$ cat src/rtl/cpu_pkg.sv
// Shared definitions for the accumulator CPU: responder state encoding,
// controller opcodes/phases, default widths and a saturating-count helper.
package cpu_pkg;

  localparam int AWIDTH_DEF = 5;
  localparam int DWIDTH_DEF = 8;

  typedef enum logic [1:0] {
    ST_RUN   = 2'd0,
    ST_DRAIN = 2'd1,
    ST_LOAD  = 2'd2
  } resp_state_t;

  localparam logic [2:0] OP_HLT = 3'd0;
  localparam logic [2:0] OP_SKZ = 3'd1;
  localparam logic [2:0] OP_ADD = 3'd2;
  localparam logic [2:0] OP_AND = 3'd3;
  localparam logic [2:0] OP_XOR = 3'd4;
  localparam logic [2:0] OP_LDA = 3'd5;
  localparam logic [2:0] OP_STO = 3'd6;
  localparam logic [2:0] OP_JMP = 3'd7;

  localparam logic [2:0] PH_INST_ADDR = 3'd0;
  localparam logic [2:0] PH_INST_FETCH = 3'd1;
  localparam logic [2:0] PH_INST_LOAD = 3'd2;
  localparam logic [2:0] PH_IDLE = 3'd3;
  localparam logic [2:0] PH_OP_ADDR = 3'd4;
  localparam logic [2:0] PH_OP_FETCH = 3'd5;
  localparam logic [2:0] PH_ALU_OP = 3'd6;
  localparam logic [2:0] PH_STORE = 3'd7;

  function automatic logic [7:0] sat_inc8(input logic [7:0] v);
    return (v == 8'hFF) ? v : v + 8'd1;
  endfunction

endpackage

$ cat src/rtl/mem_array.sv
// Single-port word RAM: registered read with read enable, write enable write.
// A read and write to the same address in one cycle returns the old word.
module mem_array
  import cpu_pkg::*;
#(
  parameter int AWIDTH = AWIDTH_DEF,
  parameter int DWIDTH = DWIDTH_DEF
) (
  input  logic              clk,
  input  logic              rst_n,
  input  logic [AWIDTH-1:0] i_addr,
  input  logic              i_re,
  input  logic              i_we,
  input  logic [DWIDTH-1:0] i_wdata,
  output logic [DWIDTH-1:0] o_rdata
);

  localparam int DEPTH = 2 ** AWIDTH;

  logic [DWIDTH-1:0] r_mem [0:DEPTH-1];
  logic [DWIDTH-1:0] r_rdata;

  // read register; holds its value when no read is requested
  always_ff @(posedge clk or negedge rst_n) begin
    if (!rst_n) begin
      r_rdata <= {DWIDTH{1'b0}};
    end else if (i_re) begin
      r_rdata <= r_mem[i_addr];
    end
  end

  // storage array, deliberately left unreset
  always_ff @(posedge clk) begin
    if (i_we) begin
      r_mem[i_addr] <= i_wdata;
    end
  end

  assign o_rdata = r_rdata;

endmodule

$ cat src/rtl/cpu_mem_responder.sv
// Memory-side responder for the accumulator CPU: services rd/wr strobes,
// offers a valid/ready program-load port and flags strobe protocol violations.
module cpu_mem_responder
  import cpu_pkg::*;
#(
  parameter int AWIDTH = AWIDTH_DEF,
  parameter int DWIDTH = DWIDTH_DEF
) (
  input  logic              clk,
  input  logic              rst_n,
  input  logic [AWIDTH-1:0] addr,
  input  logic              rd,
  input  logic              wr,
  input  logic              data_e,
  input  logic [DWIDTH-1:0] data_in,
  output logic [DWIDTH-1:0] data_out,
  output logic              data_valid,
  input  logic              load_en,
  input  logic              load_valid,
  input  logic [AWIDTH-1:0] load_addr,
  input  logic [DWIDTH-1:0] load_data,
  output logic              load_ready,
  output logic              loading,
  input  logic              err_clr,
  output logic              err_conflict,
  output logic              err_wr_nodata,
  output logic [7:0]        wr_count
);

  resp_state_t       r_state;
  logic              r_data_valid;
  logic              r_err_conflict;
  logic              r_err_wr_nodata;
  logic [7:0]        r_wr_count;

  logic              w_in_load;
  logic              w_cpu_rd;
  logic              w_cpu_wr;
  logic              w_cpu_we;
  logic              w_load_we;
  logic              w_viol_conflict;
  logic              w_viol_nodata;
  logic              w_mem_we;
  logic [AWIDTH-1:0] w_mem_addr;
  logic [DWIDTH-1:0] w_mem_wdata;

  // CPU strobes are gated off entirely while the load port owns the RAM
  always_comb begin
    w_in_load       = (r_state == ST_LOAD);
    w_cpu_rd        = !w_in_load && rd;
    w_cpu_wr        = !w_in_load && wr;
    w_cpu_we        = w_cpu_wr && data_e;
    w_load_we       = w_in_load && load_en && load_valid;
    w_viol_conflict = w_cpu_rd && w_cpu_wr;
    w_viol_nodata   = w_cpu_wr && !data_e;
    w_mem_we        = w_cpu_we || w_load_we;
    if (w_in_load) begin
      w_mem_addr  = load_addr;
      w_mem_wdata = load_data;
    end else begin
      w_mem_addr  = addr;
      w_mem_wdata = data_in;
    end
  end

  mem_array #(
    .AWIDTH(AWIDTH),
    .DWIDTH(DWIDTH)
  ) u_mem (
    .clk    (clk),
    .rst_n  (rst_n),
    .i_addr (w_mem_addr),
    .i_re   (w_cpu_rd),
    .i_we   (w_mem_we),
    .i_wdata(w_mem_wdata),
    .o_rdata(data_out)
  );

  // mode FSM: a load request waits in DRAIN until the CPU strobes go quiet
  always_ff @(posedge clk or negedge rst_n) begin
    if (!rst_n) begin
      r_state <= ST_RUN;
    end else begin
      case (r_state)
        ST_RUN: begin
          if (load_en) begin
            r_state <= (rd || wr) ? ST_DRAIN : ST_LOAD;
          end
        end
        ST_DRAIN: begin
          if (!load_en) begin
            r_state <= ST_RUN;
          end else if (!rd && !wr) begin
            r_state <= ST_LOAD;
          end
        end
        ST_LOAD: begin
          if (!load_en) begin
            r_state <= ST_RUN;
          end
        end
        default: r_state <= ST_RUN;
      endcase
    end
  end

  // read-valid flag, sticky error flags (set beats clear) and write counter
  always_ff @(posedge clk or negedge rst_n) begin
    if (!rst_n) begin
      r_data_valid    <= 1'b0;
      r_err_conflict  <= 1'b0;
      r_err_wr_nodata <= 1'b0;
      r_wr_count      <= 8'd0;
    end else begin
      r_data_valid    <= w_cpu_rd;
      r_err_conflict  <= w_viol_conflict || (r_err_conflict && !err_clr);
      r_err_wr_nodata <= w_viol_nodata || (r_err_wr_nodata && !err_clr);
      if (w_cpu_we) begin
        r_wr_count <= sat_inc8(r_wr_count);
      end
    end
  end

  assign data_valid    = r_data_valid;
  assign loading       = w_in_load;
  assign load_ready    = w_in_load && load_en;
  assign err_conflict  = r_err_conflict;
  assign err_wr_nodata = r_err_wr_nodata;
  assign wr_count      = r_wr_count;

endmodule

$ cat config.mk
export PLATFORM = sky130hd
export DESIGN_NAME = cpu_mem_responder
export DESIGN_NICKNAME = d
export VERILOG_FILES = /design/src/rtl/cpu_pkg.sv /design/src/rtl/mem_array.sv /design/src/rtl/cpu_mem_responder.sv
export SDC_FILE = /design/constraint.sdc
export NUM_CORES = 1
export LEC_CHECK = 0
export CAP_MARGIN = 20
export CORE_MARGIN = 8
export CORE_UTILIZATION = 23
export DETAILED_ROUTE_END_ITERATION = 10
export PLACE_DENSITY_LB_ADDON = 0.05
export SYNTH_ARGS = -nofsm -noshare
export SYNTH_HDL_FRONTEND = slang
export SYNTH_SLANG_ARGS = --single-unit
$ cat constraint.sdc
create_clock -name clk -period 2.6 [get_ports clk]
set_input_delay 0.39 -clock clk [delete_from_list [all_inputs] [get_ports clk]]
set_output_delay 0.39 -clock clk [all_outputs]
set_load 0.005 [all_outputs]
* Word level (Yosys, flattened, before mapping) *
Memory sizes are Yosys's and may differ from the RTL's. A register that Yosys moved wholly into a read port is not among the register bits.
Cells that the tools add are included.

word-level totals
  memories = 1
  register bits after elaboration = 13
  input bits = 34
  logic and storage cells = 47
  RAM bits = 256

memories
  name         words  width  read ports  clocked after Yosys merged registers in  write ports  line             RTL
  u_mem.r_mem  32     8      1           1                                        1            mem_array.sv:20  logic [DWIDTH-1:0] r_mem [0:DEPTH-1];

operators by class
  bitwise operators = 1
  reduce and logical (&&, ||, !) cells = 23
  equal/unequal tests = 6
  multiplexer cells = 10
  add/subtract/negate cells = 1

operators with widths
  cell                                           number
  logical AND 1 bit                              10
  2-to-1 mux 2 bit                               5
  adder 8 x 1 -> 8 bit, second input constant    1
  == test 8 bit, second input constant           1
  2-to-1 mux 8 bit                               1
  logical NOT 1 bit                              6
  case mux 2 bit (3 select lines)                1
  2-to-1 mux 5 bit                               1
  logical OR 1 bit                               4
  inequality test 2 bit, second input constant   2
  inequality test 3 bit, second input constant   1
  AND reduction 3 bit                            1
  == test 2 x 1 -> 1 bit, second input constant  1
  == test 2 bit, second input constant           1
  logical NOT 2 bit                              1
  2-to-1 mux 1 bit                               2
  AND reduction 2 bit                            1
  NOT 1 bit                                      1

* Depth between registers and ports, before layout *
Gate-level depths: netlist of the first run.

  depth in word-level cells = 7
  depth in mapped cells = 10
  depth with buffers taken out = 7

* Cells and area by module *
A second synthesis of the first run with hierarchy kept.

second synthesis, totals
  cells, all modules = 663
  area total of the unflattened synthesis = 11213.3 µm²

by module, submodules not included
  module             cells an instance  instances  sequential area each (µm²)  area each (µm²)
  mem_array          560                1          7887.6                      10410.0
  cpu_mem_responder  103                1          325.3                       803.3

* Least setup slack after synthesis of the first run *
Ideal clock, no wire load.

  path kind = reg2reg
  start point = reg r_state[0]
  end point = mem u_mem.r_mem[0][0] (netlist bit), enable pin
  cell stages (with the launch flop) = 7
  setup time = 0.370 ns
  arrival = 1.877 ns
  slack = 0.353 ns
  period minus slack after synthesis = 2.247 ns
  required time = 2.230 ns
  cell sequence = dfrtp_1 or4b_4 o31ai_4 buf_12 buf_6 nand2_1 nor2_1

on the way
  cells in the longest elaborated chain, start to end = 7

ends and longest elaborated chain
  item                                    line                     RTL
  from (decl)                             cpu_mem_responder.sv:30  resp_state_t r_state;
  from (signal assigned)                  cpu_mem_responder.sv:87  r_state <= (rd || wr) ? ST_DRAIN : ST_LOAD;
  == test 2 bit (*)                       cpu_mem_responder.sv:49  w_in_load = (r_state == ST_LOAD);
  logical NOT 1 bit                       cpu_mem_responder.sv:51  w_cpu_wr = !w_in_load && wr;
  logical AND 1 bit                       cpu_mem_responder.sv:51
  logical AND 1 bit                       cpu_mem_responder.sv:52  w_cpu_we = w_cpu_wr && data_e;
  logical OR 1 bit                        cpu_mem_responder.sv:56  w_mem_we = w_cpu_we || w_load_we;
  2-to-1 mux 1 bit                        mem_array.sv:34          if (i_we) begin
  2-to-1 mux 1 bit (not written as such)  mem_array.sv:35          r_mem[i_addr] <= i_wdata;
  to (decl)                               mem_array.sv:20

Mark *: on every way between the ends. The rest lies on a longest branch, timed or not.

* Final worst setup path of the first run *
  start point = reg r_state[0]
  end point = reg u_mem.r_rdata[3], in the netlist u_mem.o_rdata[3], read port of u_mem.r_mem

on the way
  cells in the longest elaborated chain, start to end = 3

ends and longest elaborated chain
  item               line                     RTL
  == test 2 bit (*)  cpu_mem_responder.sv:49
  logical NOT 1 bit  cpu_mem_responder.sv:50  w_cpu_rd = !w_in_load && rd;
  logical AND 1 bit  cpu_mem_responder.sv:50
  to (decl)          mem_array.sv:21          logic [DWIDTH-1:0] r_rdata;

Marked as above.
A chain may end at the register's enable or synchronous reset.

==> metrics.md, run 1 <==
| Metric | Value |
|---|---|
| First-pass GRT wire length | 50000 um |
| CTS tree | yes |
| Die width | 232 um |
| Synth warnings | 0 |
| ANT nets after route | 0 |
| Slew Limit Fails | 0 |
| Post-synth top cells | edfxtp_1 (256), a22oi_1 (107), a21oi_1 (64) |
| Share of cells above drive strength 1 | 26.0% |
| CTS Sinks | 277 |
| Leak pwr | 4.76 nW |
| Endpoint class of the critical path | flop |
| Synth Cell Area | 10800 sq um |
| Vias in the first global route | 7066 |
| RSZ-0062 raised after global routing | no |
| Vias per cell | 4.44 |
| Worst setup SP type | flop |
| Clock transition at the registers of the reported paths | 0.06 ns |
| Detailed-route via count | 6622 |
| Total CTS buffers | 30 |
| Worst Tran Pin Value | 0.507 ns |
| Root buf cell | clkbuf_16 |
| Max Cap Viol | 0 |
| Final setup viols | 0 |
| Yosys top cell area share | 71.3% |
| Final #Nets | 895 |
| Status | finished, final reports clean |
| IO Pins | 55 |
| VDD IR max | 0.503 mV |
| Drt drc | 0 |
| Synth Flop Type | edfxtp_1 |
| CP Class | flop to flop |
| Routability Congestion | 0.759 |
| Length in cells of the worst reg-to-reg path | 12 |
| Detailed Place HPWL | 23000 um |
| Synthesized area per cell | 15.9 sq um |
| Min Tclk post-route | 2.44 ns |
| Core ar. | 46400 sq um |
| Synth Net Count | 711 |
| Crit Path Max Fanout | 13 |
| Final period utilization | 93.9% |
| Global Route Usage Sum | 12.6% |
| Worst setup margin | 0.159 ns |
| Power Density | 773 nW/um^2 |
| DR iter-0 viols | 342 |
| Post-synth top area cell | edfxtp_1 |
| Pin count of the biggest net entering global routing | 33 |
| Layout Skew | 0.0123 ns |
| Clock Tree Buf Depth | 3 |
| Number of flops mapped to enable cells by yosys | 256 |
| Initial core utilization | 23.2% |
| Post-synthesis sequential area ratio | 76.2% |
| Relative slew slack | 66.2% |
| Synth top area cells | edfxtp_1 (71%), a22oi_1 (7.5%), dfrtp_1 (4.9%) |
| FMAX | 410 MHz |
| Row count | 79 |
| Hold_ws | 0.206 ns |
| Final Hold Violating Endpoints | 0 |
| Die Ht | 232 um |
| H-tree depth | 1 |
| Area growth, synth to finish | 32.4% |
| Initial antenna violation count | 0 |
| Required time worst endpoint | 3.08 ns |
| I/O Buffers | 54 |
| Worst slack, placed | -0.529 ns |
| First-pass detailed-route iteration total | 4 |
| Crit path DAT | 2.92 ns |
| Worst r2r src | r_state[0] |
| Count leader, synth | edfxtp_1 |
| Yosys cell types | 43 |
| Final WL | 34600 um |
| Synth Register Bits | 277 |
| WL/cell | 23.2 um |
| Worst r2r dst | u_mem.o_rdata[3] |
| Clk_lat worst skew | 0.56 ns |
| Cells after Synth | 676 |
| Overall die area | 54000 sq um |
| Async S/R FF share, synth | 7.58% |
| Worst hold path type | primary input to asynchronous set/reset pin |
| R2R setup slack | 0.16 ns |
| Congestion Overflow GR | 0 |
==> cell usage in the layout (no fill, tap or decap), drive strengths merged, types with 3 or more instances in the layout <==
cell | synthesis | layout
a31oi | 8 | 8
nand2b | 5 | 5
inv | 4 | 3
mux2i | 3 | 3
nand2 | 48 | 48
nor2 | 49 | 49
nor3 | 9 | 9
clkbuf | 9 | 34
nor4 | 8 | 8
a21oi | 64 | 64
a22oi | 128 | 128
edfxtp | 256 | 256
o21ai | 5 | 5
buf | 30 | 137
clkdlybuf4s50 | 0 | 54
dfrtp | 21 | 21
clkinv | 0 | 14
bufinv | 0 | 9
xnor2 | 5 | 5
==> state kept, by name, indices dropped and copies added (netlist names) <==
| name | flops |
|---|---|
| data_valid | 1 |
| err_wr_nodata | 1 |
| u_mem.o_rdata | 8 |
| err_conflict | 1 |
| r_state | 2 |
| wr_count | 8 |
| u_mem.r_mem | 256 |
==> per-stage QoR <==
stage | power, mW | utilization [%] | instances | instance area (sq um) | TNS [ns]
3_3_place_gp | 6.34 | 28.0 | 1429 | 13000 | -8.94
5_1_grt | 11.4 | 30.8 | 1491 | 14300 | 0
6_report | 11.0 | 30.8 | 1493 | 14300 | 0
2_1_floorplan | 5.63 | - | 676 | 10800 | 0
4_1_cts | 11.2 | 30.6 | 1488 | 14200 | 0
3_5_place_dp | 6.35 | 28.0 | 1429 | 13000 | -8.98
==> cells by family (layout without fill, tap and decap cells) <==
kind of cell / count (synthesis) / count (layout) / synth area share [%]
compound gates: 210 / 210 / 14.1
fa+ha+maj: 1 / 1 / 0.116
buf+inv: 43 / 251 / 2.79
other cells: 0 / 2 / 0
xor+xnor: 7 / 7 / 0.569
mux: 5 / 5 / 0.522
flops: 277 / 277 / 76.2
simple gates: 133 / 133 / 5.69
==> where the power goes <==
group	leakage, nW	switching, mW	internal [mW]	total [mW]
Combinational	1.65	0.642	0.503	1.15
Clock	0.554	1.72	3.05	4.77
Sequential	2.56	0.0954	5.01	5.11
==> area by class of cell <==
type,count,area (sq um)
diodes,2,5.00
clock buffers,34,787
clock inverters,22,330
fillers,4596,32100
inverters,4,27.5
multi-input cells,356,2400
flip-flops and latches,277,8210
well taps,607,759
repair buffers,191,1750
==> metal layers <==
layer	up-vias	global-route usage (%)	part of all wire [%]
met3	51	2.37	5.3
li1	3057	-	-
met2	146	21.6	48
met4	0	3.28	2.2
met1	3368	16.1	44
met5	-	0	0
==> how the worst max path moves through the flow <==
| stage | start | endpoint | slack, ns |
|---|---|---|---|
| after floorplan | r_state[0] | u_mem.r_mem[0][0] | 0.35 |
| after global placement | addr[0] | u_mem.o_rdata[0] | -0.52 |
| after detailed placement | addr[0] | u_mem.o_rdata[0] | -0.53 |
| after CTS | r_state[0] | u_mem.o_rdata[3] | 0.0004 |
| after global routing | r_state[0] | load_ready | 0.05 |
| final | r_state[0] | u_mem.o_rdata[3] | 0.16 |
==> critical path, cell delays in order (launching register included) <==
cell,delay (ns)
dfrtp_2,0.40
buf_4,0.15
or4b_4,0.54
o31ai_4,0.08
buf_12,0.17
buf_12,0.15
buf_4,0.13
a22oi_1,0.06
a21oi_1,0.18
buf_4,0.14
nor4_1,0.04
buf_4,0.16
a31oi_1,0.14
==> repair_timing <==
action / 4_1_cts / 5_1_grt
endpoints found under the setup margin: 7 / 9
setup buffers: 3 / 3
pin swaps: 1 / 1
hold buffers: 0 / 0
resized for setup: 15 / 6
hold endpoints to repair: 0 / 0
Note: power is estimated with default switching activity, not from simulation.
==> run 2: changes to the inputs <==
- SKIP_CTS_REPAIR_TIMING: default -> 1
==> run 2 against run 1 <==
Effect of this change: routed wire length is 0.13% lower; hold slack worse by 0.0035 ns; non-clock buffer count is 3 lower; fmax is 0.11% higher; combinational power hardly changed; highest routed layer unchanged; utilization hardly changed; final area hardly changed; clock power hardly changed; final cell count is 0.33% lower; die area stayed put; clock skew is 0.00081 ns lower; critical endpoint is now load_ready; register-to-register slack hardly changed.
==> metrics.md, run 2 (synthesis results as in run 1) <==
| Metric | Value |
|---|---|
| Row count | 79 |
| Initial antenna violation count | 0 |
| Pin count of the biggest net entering global routing | 33 |
| Worst setup margin | 0.162 ns |
| Crit path DAT | 2.05 ns |
| Worst slack, placed | -0.529 ns |
| Worst setup SP type | flop |
| Root buf cell | clkbuf_16 |
| Worst-path cell chain | nand2b_1 -> buf_4 -> clkinv_8 -> and2_1 -> clkdlybuf4s50_1 |
| Most common cell after layout, fill and taps aside | edfxtp_1 |
| Final setup viols | 0 |
| Slowest CP cell | clkdlybuf4s50_1 |
| Final Hold Violating Endpoints | 0 |
| Congestion Overflow GR | 0 |
| Worst Tran Pin Value | 0.488 ns |
| Clk_lat worst skew | 0.56 ns |
| Layout Skew | 0.0115 ns |
| Sw Share | 22.3% |
| Initial core utilization | 23.2% |
| I/O Buffers | 54 |
| Power Density | 774 nW/um^2 |
| CP Class | flop to output port |
| VDD IR max | 0.503 mV |
| Detailed Place HPWL | 23000 um |
| Psw | 2.47 mW |
| DR iter-0 viols | 338 |
| Die width | 232 um |
| CTS Sinks | 277 |
| Total CTS buffers | 30 |
| Vias in the first global route | 7039 |
| Crit Path Max Fanout | 19 |
| Overall die area | 54000 sq um |
| Clk network pwr share | 43.3% |
| Min Tclk post-route | 2.44 ns |
| Worst path max stage delay | 0.52 ns |
| Non-filler instance count after layout | 1488 |
| Status | finished, final reports clean |
| Placed cells | 1429 |
| H-tree depth | 1 |
| Die Ht | 232 um |
| FMAX | 410 MHz |
| ANT nets after route | 0 |
| RSZ-0062 raised after global routing | no |
| Final period utilization | 93.8% |
| IO Pins | 55 |
| Clock transition at the registers of the reported paths | 0.06 ns |
| Final WL | 34500 um |
| Drt drc | 0 |
| Endpoint class of the critical path | output port |
| Relative slew slack | 67.5% |
| Reg power frac | 46.3% |
| Share of cells above drive strength 1 | 25.8% |
| First-pass detailed-route iteration total | 4 |
| Most frequent cells in the layout | edfxtp_1 (256), buf_4 (119), a22oi_1 (105), a21oi_1 (60), clkdlybuf4s50_1 (54) |
| Biggest register | u_mem.r_mem |
| Slew Limit Fails | 0 |
| Leak pwr | 4.76 nW |
| Worst hold path type | primary input to asynchronous set/reset pin |
| Clock Tree Buf Depth | 3 |
| First-pass GRT wire length | 49700 um |
| Max reg flops | 256 |
| CTS tree | yes |
| Global Route Usage Sum | 12.5% |
| Comb pwr share | 10.4% |
| Core ar. | 46400 sq um |
| Required time worst endpoint | 2.21 ns |
| Max Cap Viol | 0 |
| Routability Congestion | 0.759 |
| Detailed-route via count | 6608 |
| Final #Nets | 892 |
| Vias per cell | 4.44 |
| Area growth, synth to finish | 32.3% |
| Length in cells of the worst reg-to-reg path | 11 |
| Internal | 8.56 mW |
| WL/cell | 23.2 um |
| Ant. Diodes | 0 |
## run 2: worst paths after layout
path / endpoint / from / slack (ns)
worst max-delay path: load_ready / r_state[0] / 0.16
worst min-delay path: err_wr_nodata / rst_n / 0.20
worst max register to register: u_mem.o_rdata[4] / r_state[0] / 0.16
worst min register to register: wr_count[6] / wr_count[6] / 0.50
max in group asynchronous: r_state[0] / rst_n / 2.14
min in group clk: err_conflict / err_clr / 0.45
## run 2: layout make-up
| cell class | instances | area (sq um) |
|---|---|---|
| Clock inverter | 22 | 330 |
| Tap cell | 607 | 759 |
| Sequential cell | 277 | 8210 |
| Inverter | 4 | 27.5 |
| Fill cell | 4599 | 32100 |
| Multi-Input combinational cell | 356 | 2410 |
| Timing Repair Buffer | 188 | 1730 |
| Clock buffer | 34 | 787 |
## run 2: power groups by stage
stage,combinational (mW),clock (mW),sequential [mW]
6_report,1.14,4.78,5.11
5_1_grt,1.24,5.07,5.12
4_1_cts,1.15,4.92,5.11
3_5_place_dp,1.14,0,5.21
3_3_place_gp,1.14,0,5.20
2_1_floorplan,0.452,0,5.18
## run 2: per-stage QoR
step | hold WS, ns | cell area, sq um | power, mW | util, % | setup TNS [ns]
after global placement | 0.490 | 13000 | 6.34 | 28.0 | -8.94
after CTS | 0.186 | 14100 | 11.2 | 30.4 | -1.23
after floorplan | 0.0944 | 10800 | 5.63 | - | 0
after detailed placement | 0.497 | 13000 | 6.35 | 28.0 | -8.98
after global routing | 0.231 | 14300 | 11.4 | 30.8 | 0
final | 0.203 | 14300 | 11.0 | 30.8 | 0
## run 2: worst max-delay path: cells and delay by family (launching register included)
kind / cells / cell delay (ns)
buffers and inverters: 3 / 0.78
flip-flops: 1 / 0.40
AND/OR/NAND/NOR: 2 / 0.31
## run 2: layer usage
metal / track usage, % / vias up / share of wire (%)
met2: 21.6 / 120 / 48
met5: 0 / - / 0
met4: 3.05 / 0 / 2.0
met3: 2.36 / 48 / 4.5
li1: - / 3047 / -
met1: 16.1 / 3393 / 45
